### config.mk
export PLATFORM = sky130hd
export DESIGN_NAME = bin_to_seg_display
export DESIGN_NICKNAME = d
export VERILOG_FILES = /design/src/rtl/bin_to_seg_display.sv
export SDC_FILE = /design/constraint.sdc
export NUM_CORES = 1
export LEC_CHECK = 0
export ABC_AREA = 1
export BUFFER_PORTS_ARGS = -buffer_cell sky130_fd_sc_hd__buf_2
export CAP_MARGIN = 20
export CORE_MARGIN = 3
export CORE_UTILIZATION = 53
export DETAILED_ROUTE_END_ITERATION = 6
export PLACE_DENSITY = 0.74
export SLEW_MARGIN = 20
export SYNTH_ARGS = -nofsm -noshare
export SYNTH_HDL_FRONTEND = slang
export SYNTH_SLANG_ARGS = --single-unit
### constraint.sdc
create_clock -name i_clk -period 3.16 [get_ports i_clk]
set_clock_uncertainty 0.2 [all_clocks]
set_input_delay 0.632 -clock i_clk [delete_from_list [all_inputs] [get_ports i_clk]]
set_output_delay 0.632 -clock i_clk [all_outputs]
set_load 0.02 [all_outputs]
### src/rtl/bin_to_seg_display.sv
// Binary to multi-digit 7-segment display driver.
// Converts an unsigned binary value to DIGITS decimal digits with a sequential
// double-dabble FSM (one shift per clock), then registers one active-low
// 7-segment code per digit. Supports leading-zero blanking and overflow dashes.
//
// Ports:
//   i_clk    system clock, all state changes on posedge
//   i_rst_n  asynchronous active-low reset
//   i_bin    binary value, sampled only when i_start is accepted in idle
//   i_start  conversion request, ignored while busy
//   o_busy   high while a conversion is in flight
//   o_done   one-cycle pulse: o_seg / o_ovf just updated
//   o_ovf    last accepted value exceeded 10**DIGITS-1
//   o_seg    active-low {g,f,e,d,c,b,a} per digit; o_seg[6:0] is the units digit
module bin_to_seg_display #(
  parameter int unsigned BIN_W    = 14,
  parameter int unsigned DIGITS   = 4,
  parameter bit          BLANK_LZ = 1'b1
) (
  input  logic                  i_clk,
  input  logic                  i_rst_n,
  input  logic [BIN_W-1:0]      i_bin,
  input  logic                  i_start,
  output logic                  o_busy,
  output logic                  o_done,
  output logic                  o_ovf,
  output logic [7*DIGITS-1:0]   o_seg
);

  localparam int unsigned BcdW = 4 * DIGITS;
  localparam int unsigned CntW = $clog2(BIN_W + 1);

  localparam logic [6:0] SegBlank = 7'b1111111;
  localparam logic [6:0] SegDash  = 7'b0111111;

  function automatic longint unsigned pow10(input int unsigned n);
    longint unsigned r;
    r = 1;
    for (int unsigned k = 0; k < n; k++) r = r * 10;
    return r;
  endfunction

  localparam longint unsigned MaxVal = pow10(DIGITS) - 1;

  function automatic logic [6:0] seg7(input logic [3:0] nib);
    logic [6:0] s;
    case (nib)
      4'd0:    s = 7'b1000000;
      4'd1:    s = 7'b1111001;
      4'd2:    s = 7'b0100100;
      4'd3:    s = 7'b0110000;
      4'd4:    s = 7'b0011001;
      4'd5:    s = 7'b0010010;
      4'd6:    s = 7'b0000010;
      4'd7:    s = 7'b1111000;
      4'd8:    s = 7'b0000000;
      4'd9:    s = 7'b0010000;
      default: s = SegDash;
    endcase
    return s;
  endfunction

  typedef enum logic [1:0] {StIdle, StShift, StDecode} state_e;

  state_e               r_state, w_state_next;
  logic [BIN_W-1:0]     r_sh, w_sh_next;
  logic [BcdW-1:0]      r_bcd, w_bcd_next;
  logic [CntW-1:0]      r_cnt, w_cnt_next;
  logic                 r_ovf_nx, w_ovf_nx_next;  // overflow of the conversion in flight
  logic                 r_ovf, w_ovf_next;
  logic                 r_done, w_done_next;
  logic [7*DIGITS-1:0]  r_seg, w_seg_next;

  logic [BcdW-1:0]      w_adj;
  logic [7*DIGITS-1:0]  w_seg;
  logic                 w_seen;
  logic                 w_bin_big;

  assign w_bin_big = (64'(i_bin) > 64'(MaxVal));

  // Double-dabble correction: nibbles >= 5 get +3 before the shift.
  always_comb begin
    w_adj = r_bcd;
    for (int d = 0; d < int'(DIGITS); d++) begin
      if (r_bcd[4*d +: 4] >= 4'd5) w_adj[4*d +: 4] = r_bcd[4*d +: 4] + 4'd3;
    end
  end

  // Decode final BCD, scanning from the MSD so blanking stops at the first nonzero digit.
  always_comb begin
    w_seg  = {(7*DIGITS){1'b1}};
    w_seen = 1'b0;
    for (int d = int'(DIGITS) - 1; d >= 0; d--) begin
      if (r_bcd[4*d +: 4] != 4'd0) w_seen = 1'b1;
      if (r_ovf_nx) begin
        w_seg[7*d +: 7] = SegDash;
      end else if (BLANK_LZ && !w_seen && d != 0) begin
        w_seg[7*d +: 7] = SegBlank;
      end else begin
        w_seg[7*d +: 7] = seg7(r_bcd[4*d +: 4]);
      end
    end
  end

  always_comb begin
    w_state_next  = r_state;
    w_sh_next     = r_sh;
    w_bcd_next    = r_bcd;
    w_cnt_next    = r_cnt;
    w_ovf_nx_next = r_ovf_nx;
    w_ovf_next    = r_ovf;
    w_seg_next    = r_seg;
    w_done_next   = 1'b0;
    unique case (r_state)
      StIdle: begin
        if (i_start) begin
          w_sh_next     = i_bin;
          w_bcd_next    = '0;
          w_cnt_next    = '0;
          w_ovf_nx_next = w_bin_big;
          w_state_next  = StShift;
        end
      end
      StShift: begin
        w_sh_next     = {r_sh[BIN_W-2:0], 1'b0};
        w_bcd_next    = {w_adj[BcdW-2:0], r_sh[BIN_W-1]};
        // A carry out of the BCD register only happens for values already flagged;
        // folding it in keeps the flag sticky regardless.
        w_ovf_nx_next = r_ovf_nx | w_adj[BcdW-1];
        w_cnt_next    = r_cnt + CntW'(1);
        if (r_cnt == CntW'(BIN_W - 1)) w_state_next = StDecode;
      end
      StDecode: begin
        w_seg_next   = w_seg;
        w_ovf_next   = r_ovf_nx;
        w_done_next  = 1'b1;
        w_state_next = StIdle;
      end
      default: w_state_next = StIdle;
    endcase
  end

  always_ff @(posedge i_clk or negedge i_rst_n) begin
    if (!i_rst_n) begin
      r_state  <= StIdle;
      r_sh     <= '0;
      r_bcd    <= '0;
      r_cnt    <= '0;
      r_ovf_nx <= 1'b0;
      r_ovf    <= 1'b0;
      r_done   <= 1'b0;
      r_seg    <= {(7*DIGITS){1'b1}};
    end else begin
      r_state  <= w_state_next;
      r_sh     <= w_sh_next;
      r_bcd    <= w_bcd_next;
      r_cnt    <= w_cnt_next;
      r_ovf_nx <= w_ovf_nx_next;
      r_ovf    <= w_ovf_next;
      r_done   <= w_done_next;
      r_seg    <= w_seg_next;
    end
  end

  assign o_busy = (r_state != StIdle);
  assign o_done = r_done;
  assign o_ovf  = r_ovf;
  assign o_seg  = r_seg;

endmodule

==> impl_metrics.tcl, run 1 <==
set metrics [dict create \
    antenna_found_initial 0 \
    cts_made_buffers 9 \
    ant_nets 0 \
    r2r-start "r_state[1]$_DFFE_PN0P_" \
    whs_ns 0.0727 \
    layout_common_cells "nand2_1, nor2_1, inv_1" \
    dp_slack_ns 1.13 \
    clock.fmax_mhz 484 \
    setup_tns_ns 0 \
    setup_slack_ns 1.09 \
    io_buffers 47 \
    worst_pin_slew_ns 0.530 \
    cts_resized 0 \
    syn_area_um2 3740 \
    slew_violations 0 \
    dpl.hpwl_um 5540 \
    synth.distinct_cells 31 \
    status "completed" \
    p_leak_nw 2.04 \
    num_rows 30 \
    period_needed_ns 2.07 \
    min_period_over_period_pct 65.4 \
    drt_first_pass_iters 5 \
    die_w_um 90.1 \
    synthCells 474 \
    grt_overflow 0 \
    num-nets-final 560 \
    cts_root_buf "clkbuf_8" \
    worstReg2RegEnd "o_seg[18]$_DFFE_PN1P_" \
    path_clk_slew_ns 0.07 \
    dieHeight_um 90.1 \
    wl_um 7860 \
    async_reset_ff_share_pct 100 \
    drt_iter0_drc 175 \
    setup_violations 0 \
    cts_buffer_depth 2 \
    power.density_nw_per_um2 1050 \
    postCtsSetupBuffers 0 \
    grt_pass1_vias 3029 \
    grt_max_degree 45 \
    grt_pass1_wl_um 13700 \
    max_slew_margin_pct 64.6 \
    start_util_pct 54.8 \
    num_vias 3174 \
    drive_gt1_share_pct 20.8 \
    ff2ff_path_depth 7 \
    rsz0062_at_grt "false" \
    io_pins 48 \
    syn_area_per_cell_um2 7.90 \
    ys_ff_latch 67 \
    seq_area_frac_synth_pct 45.7 \
    die_area_um2 8110 \
    synth_flop_cell "dfrtp_1" \
    ys_warn_count 0 \
    cp-startpoint "r_state[1]$_DFFE_PN0P_" \
    drc_errors 0 \
    cts_sinks 67 \
    wire_per_inst_um 12.7 \
    critical_path_class "reg2out" \
    cp-start-kind "flop" \
    path_max_fanout 4 \
    hold_viol 0 \
    fill_cells 631 \
    gp_congestion 0.929 \
    core_area_um2 6830 \
    diodes 0 \
    synth-edff-count 0 \
    cts_hold_buf 0 \
    drv_cap 0 \
    end_kind "output port" \
    htreeDepth 3 \
    hp-class "in2async" \
    cp_data_required_time_ns 2.33 \
    grt_use_total_pct 20.2 \
    irDropWorstVdd_v 0.000430 \
    clk_latency_ns 0.34 \
    worstPathArrival_ns 1.23 \
    r2r_setup_slack_ns 1.12 \
    cts_tree "built" \
    areaGrowthSynthToFinish_pct 12.6 \
    final_common_cell "nand2_1" \
    syn-num-nets 515 \
    avgViaCountPerCell 5.12 \
]
[where the power goes]
part           switching, mW  internal [mW]  total [mW]  leakage, nW
combinational           1.38          0.753        2.13         1.17
sequential             0.310           1.33        1.64        0.778
clock                  0.316          0.327       0.643       0.0905
total                   2.01           2.41        4.41         2.04
[worst max-delay path by stage]
stage / end / cells past startpoint
after CTS: o_busy / 3
after detailed placement: o_seg[18]$_DFFE_PN1P_ / 7
final: o_busy / 3
after global placement: o_seg[18]$_DFFE_PN1P_ / 8
after global routing: o_seg[18]$_DFFE_PN1P_ / 7
after floorplan: o_seg[10]$_DFFE_PN1P_ / 8
[cell type report]
| cell class | count | area (um^2) | area share [%] |
|---|---|---|---|
| clock buffers | 14 | 163 | 3.86 |
| clock inverters | 2 | 10.0 | 0.237 |
| inverters | 56 | 210 | 4.98 |
| multi-input cells | 336 | 1740 | 41.3 |
| flip-flops and latches | 67 | 1710 | 40.6 |
| well taps | 96 | 120 | 2.85 |
| repair buffers | 49 | 263 | 6.23 |
[synthesized netlist by cell type, types with 3 or more instances]
cell	number	area share [%]
nand2_1	104	10
nor2_1	69	6.9
inv_1	49	4.9
dfrtp_1	39	26
a21oi_1	29	3.9
nand3_1	29	3.9
dfstp_2	28	20
o21ai_0	26	3.5
ha_1	24	8.0
buf_2	12	1.6
o21ai_1	9	1.2
o22ai_1	7	1.2
a22oi_1	6	1.2
inv_2	6	0.60
nand2_2	4	0.67
nor2_2	4	0.67
o211ai_1	4	0.80
buf_4	3	0.60
nor3_1	3	0.40
o221ai_1	3	0.70
or2_2	3	0.50
[logic make-up after synthesis]
kind of cell,share of synthesized area (%)
compound gates,13.8
xor+xnor,0.234
fa+ha+maj,8.02
buf+inv,7.82
flops,45.7
simple gates,24.4
[critical path, cell delays in order (launching register included)]
cell and delay, ns:
dfrtp_1 0.45, nor2_1 0.24, inv_1 0.06, buf_2 0.16
[per-layer routing]
metal / GRT usage, % / vias to the layer above / wire length, um
met5: 0 / - / 0
met4: 7.27 / 0 / 122
met3: 3.43 / 11 / 392
met2: 32.0 / 91 / 3480
met1: 28.1 / 1449 / 3860
li1: - / 1623 / -
[sequential cells by signal (all words and copies together), names as in the netlist]
name	count
r_bcd	16
o_ovf	1
r_cnt	4
r_ovf_nx	1
o_done	1
o_seg	28
r_state	2
r_sh	14
[through the flow]
stage | power, mW | utilization [%] | instance area [um^2] | cells
floorplan | 3.24 | - | 3740 | 474
global placement | 3.71 | 59.2 | 4050 | 604
detailed placement | 3.76 | 59.2 | 4050 | 604
CTS | 4.42 | 61.7 | 4220 | 620
global route | 4.81 | 61.7 | 4220 | 620
finish | 4.41 | 61.7 | 4220 | 620
Note: power is estimated with default switching activity, not from simulation.
==> inputs of run 2 (changes only) <==
--- a/config.mk
+++ b/config.mk
@@ -9,9 +9,9 @@
 export BUFFER_PORTS_ARGS = -buffer_cell sky130_fd_sc_hd__buf_2
 export CAP_MARGIN = 20
 export CORE_MARGIN = 3
-export CORE_UTILIZATION = 53
+export CORE_UTILIZATION = 52
 export DETAILED_ROUTE_END_ITERATION = 6
-export PLACE_DENSITY = 0.74
+export PLACE_DENSITY = 0.76
 export SLEW_MARGIN = 20
 export SYNTH_ARGS = -nofsm -noshare
 export SYNTH_HDL_FRONTEND = slang
==> constraint.sdc (replaced) <==
create_clock -name i_clk -period 1.7 [get_ports i_clk]
set_clock_uncertainty 0.2 [all_clocks]
set_input_delay 0.34 -clock i_clk [delete_from_list [all_inputs] [get_ports i_clk]]
set_output_delay 0.34 -clock i_clk [all_outputs]
set_load 0.02 [all_outputs]
==> run 2 against run 1 <==
Effect of this change:
- worst setup slack lost 1.1 ns
- register-to-register slack lost 1.1 ns
- power grew 100%
- core utilization grew 3.7 points
- final cell count grew 3.9%
- non-clock buffer count grew 24
- combinational power grew 120%
- largest power group unchanged
- critical path depth is the same
- via count grew 5.9%
- count of clock-buffer cells in the layout shrank 3
- hold slack lost 0.045 ns
- critical endpoint unchanged
==> impl_metrics.tcl, run 2 (synthesis gave the netlist of run 1 again) <==
set metrics [dict create \
    wl_um 8650 \
    dieHeight_um 90.9 \
    dp.cells 622 \
    end_kind "output port" \
    cts_root_buf "clkbuf_8" \
    drv_cap 0 \
    path_max_fanout 4 \
    grt_max_degree 68 \
    cp_top_family "flip-flops" \
    drc_errors 0 \
    period_needed_ns 1.67 \
    wire_per_inst_um 13.4 \
    crit_chain "nor2_4 > inv_2 > buf_6" \
    clk_latency_ns 0.35 \
    dpl.hpwl_um 5790 \
    io_pins 48 \
    hold_viol 0 \
    grt_use_total_pct 21.3 \
    final_common_cell "nand2_1" \
    ant_nets 0 \
    max_slew_margin_pct 76.5 \
    die_area_um2 8260 \
    largest_reg_flops 28 \
    setup_violations 0 \
    clock.fmax_mhz 600 \
    slew_violations 0 \
    worst_pin_slew_ns 0.353 \
    antenna_found_initial 0 \
    cp_data_required_time_ns 1.16 \
    irDropWorstVdd_v 0.000874 \
    avgViaCountPerCell 5.22 \
    drive_gt1_share_pct 27.4 \
    htreeDepth 3 \
    gp_congestion 0.870 \
    fin_area_um2 4520 \
    cp-start-kind "flop" \
    path_clk_slew_ns 0.08 \
    max_stage_delay_ns 0.46 \
    diodes 0 \
    grt_pass1_wl_um 14400 \
    finish.utilization_pct 65.5 \
    setup_slack_ns 0.0335 \
    cpMaxStageDelayCell "dfrtp_2" \
    rsz0062_at_grt "true" \
    num_rows 30 \
    p_leak_nw 2.17 \
    io_buffers 47 \
    critical_path_class "reg2out" \
    drt_first_pass_iters 5 \
    grt_pass1_vias 3195 \
    path_buf_inv 2 \
    status "completed" \
    cts_tree "built" \
    hp-class "in2reg" \
    min_period_over_period_pct 98.0 \
    areaGrowthSynthToFinish_pct 20.7 \
    grt_overflow 0 \
    die_w_um 90.9 \
    layout_common_cells "nand2_1, nor2_1, buf_2" \
    cts_buffer_depth 2 \
    dp_slack_ns 0.0145 \
    num_vias 3362 \
    start_util_pct 54.2 \
    core_area_um2 6910 \
    drt_iter0_drc 249 \
    fin_total_pwr_mw 8.98 \
    power.density_nw_per_um2 1990 \
    placed_area_um2 4180 \
    cts_sinks 67 \
    worstPathArrival_ns 1.13 \
    cts_made_buffers 9 \
    num-nets-final 584 \
    final_cells 644 \
]
[run 2: final timing paths]
check	slack, ns	startpoint	endpoint	cells past startpoint
setup / recovery	0.03	r_state[1]$_DFFE_PN0P_	o_busy	3
hold / removal	0.03	i_bin[11]	r_sh[11]$_DFFE_PN0P_	3
setup reg to reg	0.06	r_bcd[10]$_DFFE_PN0P_	r_bcd[11]$_DFFE_PN0P_	4
hold reg to reg	0.27	o_seg[13]$_DFFE_PN1P_	o_seg[13]$_DFFE_PN1P_	2
max in group asynchronous	0.62	i_rst_n	o_seg[9]$_DFFE_PN1P_	3
min in group asynchronous	0.35	i_rst_n	r_bcd[10]$_DFFE_PN0P_	3
[run 2: worst register-to-register path, delay by kind of cell (launching register included)]
family,cells,cell delay [ns]
buf+inv,1,0.15
flops,1,0.56
fa+ha+maj,1,0.31
compound gates,2,0.30
[run 2: per-layer routing]
layer / track usage, % / part of all wire [%] / up-vias
met2: 34.1 / 47 / 91
met3: 4.50 / 4.9 / 12
met4: 9.05 / 1.6 / 0
met5: 0 / 0 / -
li1: - / - / 1665
met1: 28.0 / 46 / 1594
[run 2: area by class of cell]
cell class / count / area (um^2)
Timing Repair Buffer: 73 / 459
Multi-Input combinational cell: 336 / 1820
Tap cell: 96 / 120
Sequential cell: 67 / 1710
Clock inverter: 5 / 52.6
Inverter: 56 / 215
Fill cell: 612 / 2390
Clock buffer: 11 / 141
[run 2: repair_timing]
action | in CTS | in global routing
setup endpoints to repair | 4 | 31
buffers inserted | 0 | 2
endpoints found under the hold margin | 42 | 0
hold buffers | 4 | 0
pin swaps | 1 | 8
resized for setup | 6 | 24
[run 2: power breakdown]
| part | internal (mW) | switching, mW | total [mW] |
|---|---|---|---|
| combinational | 1.79 | 2.87 | 4.66 |
| sequential | 2.47 | 0.520 | 2.99 |
| clock | 0.710 | 0.620 | 1.33 |
[run 2: stage by stage]
step | hold slack (ns) | TNS, ns
2_1_floorplan | -0.156 | 0
3_3_place_gp | 0.187 | 0
3_5_place_dp | 0.188 | 0
4_1_cts | 0.0151 | 0
5_1_grt | 0.0324 | -0.0315
6_report | 0.0280 | 0
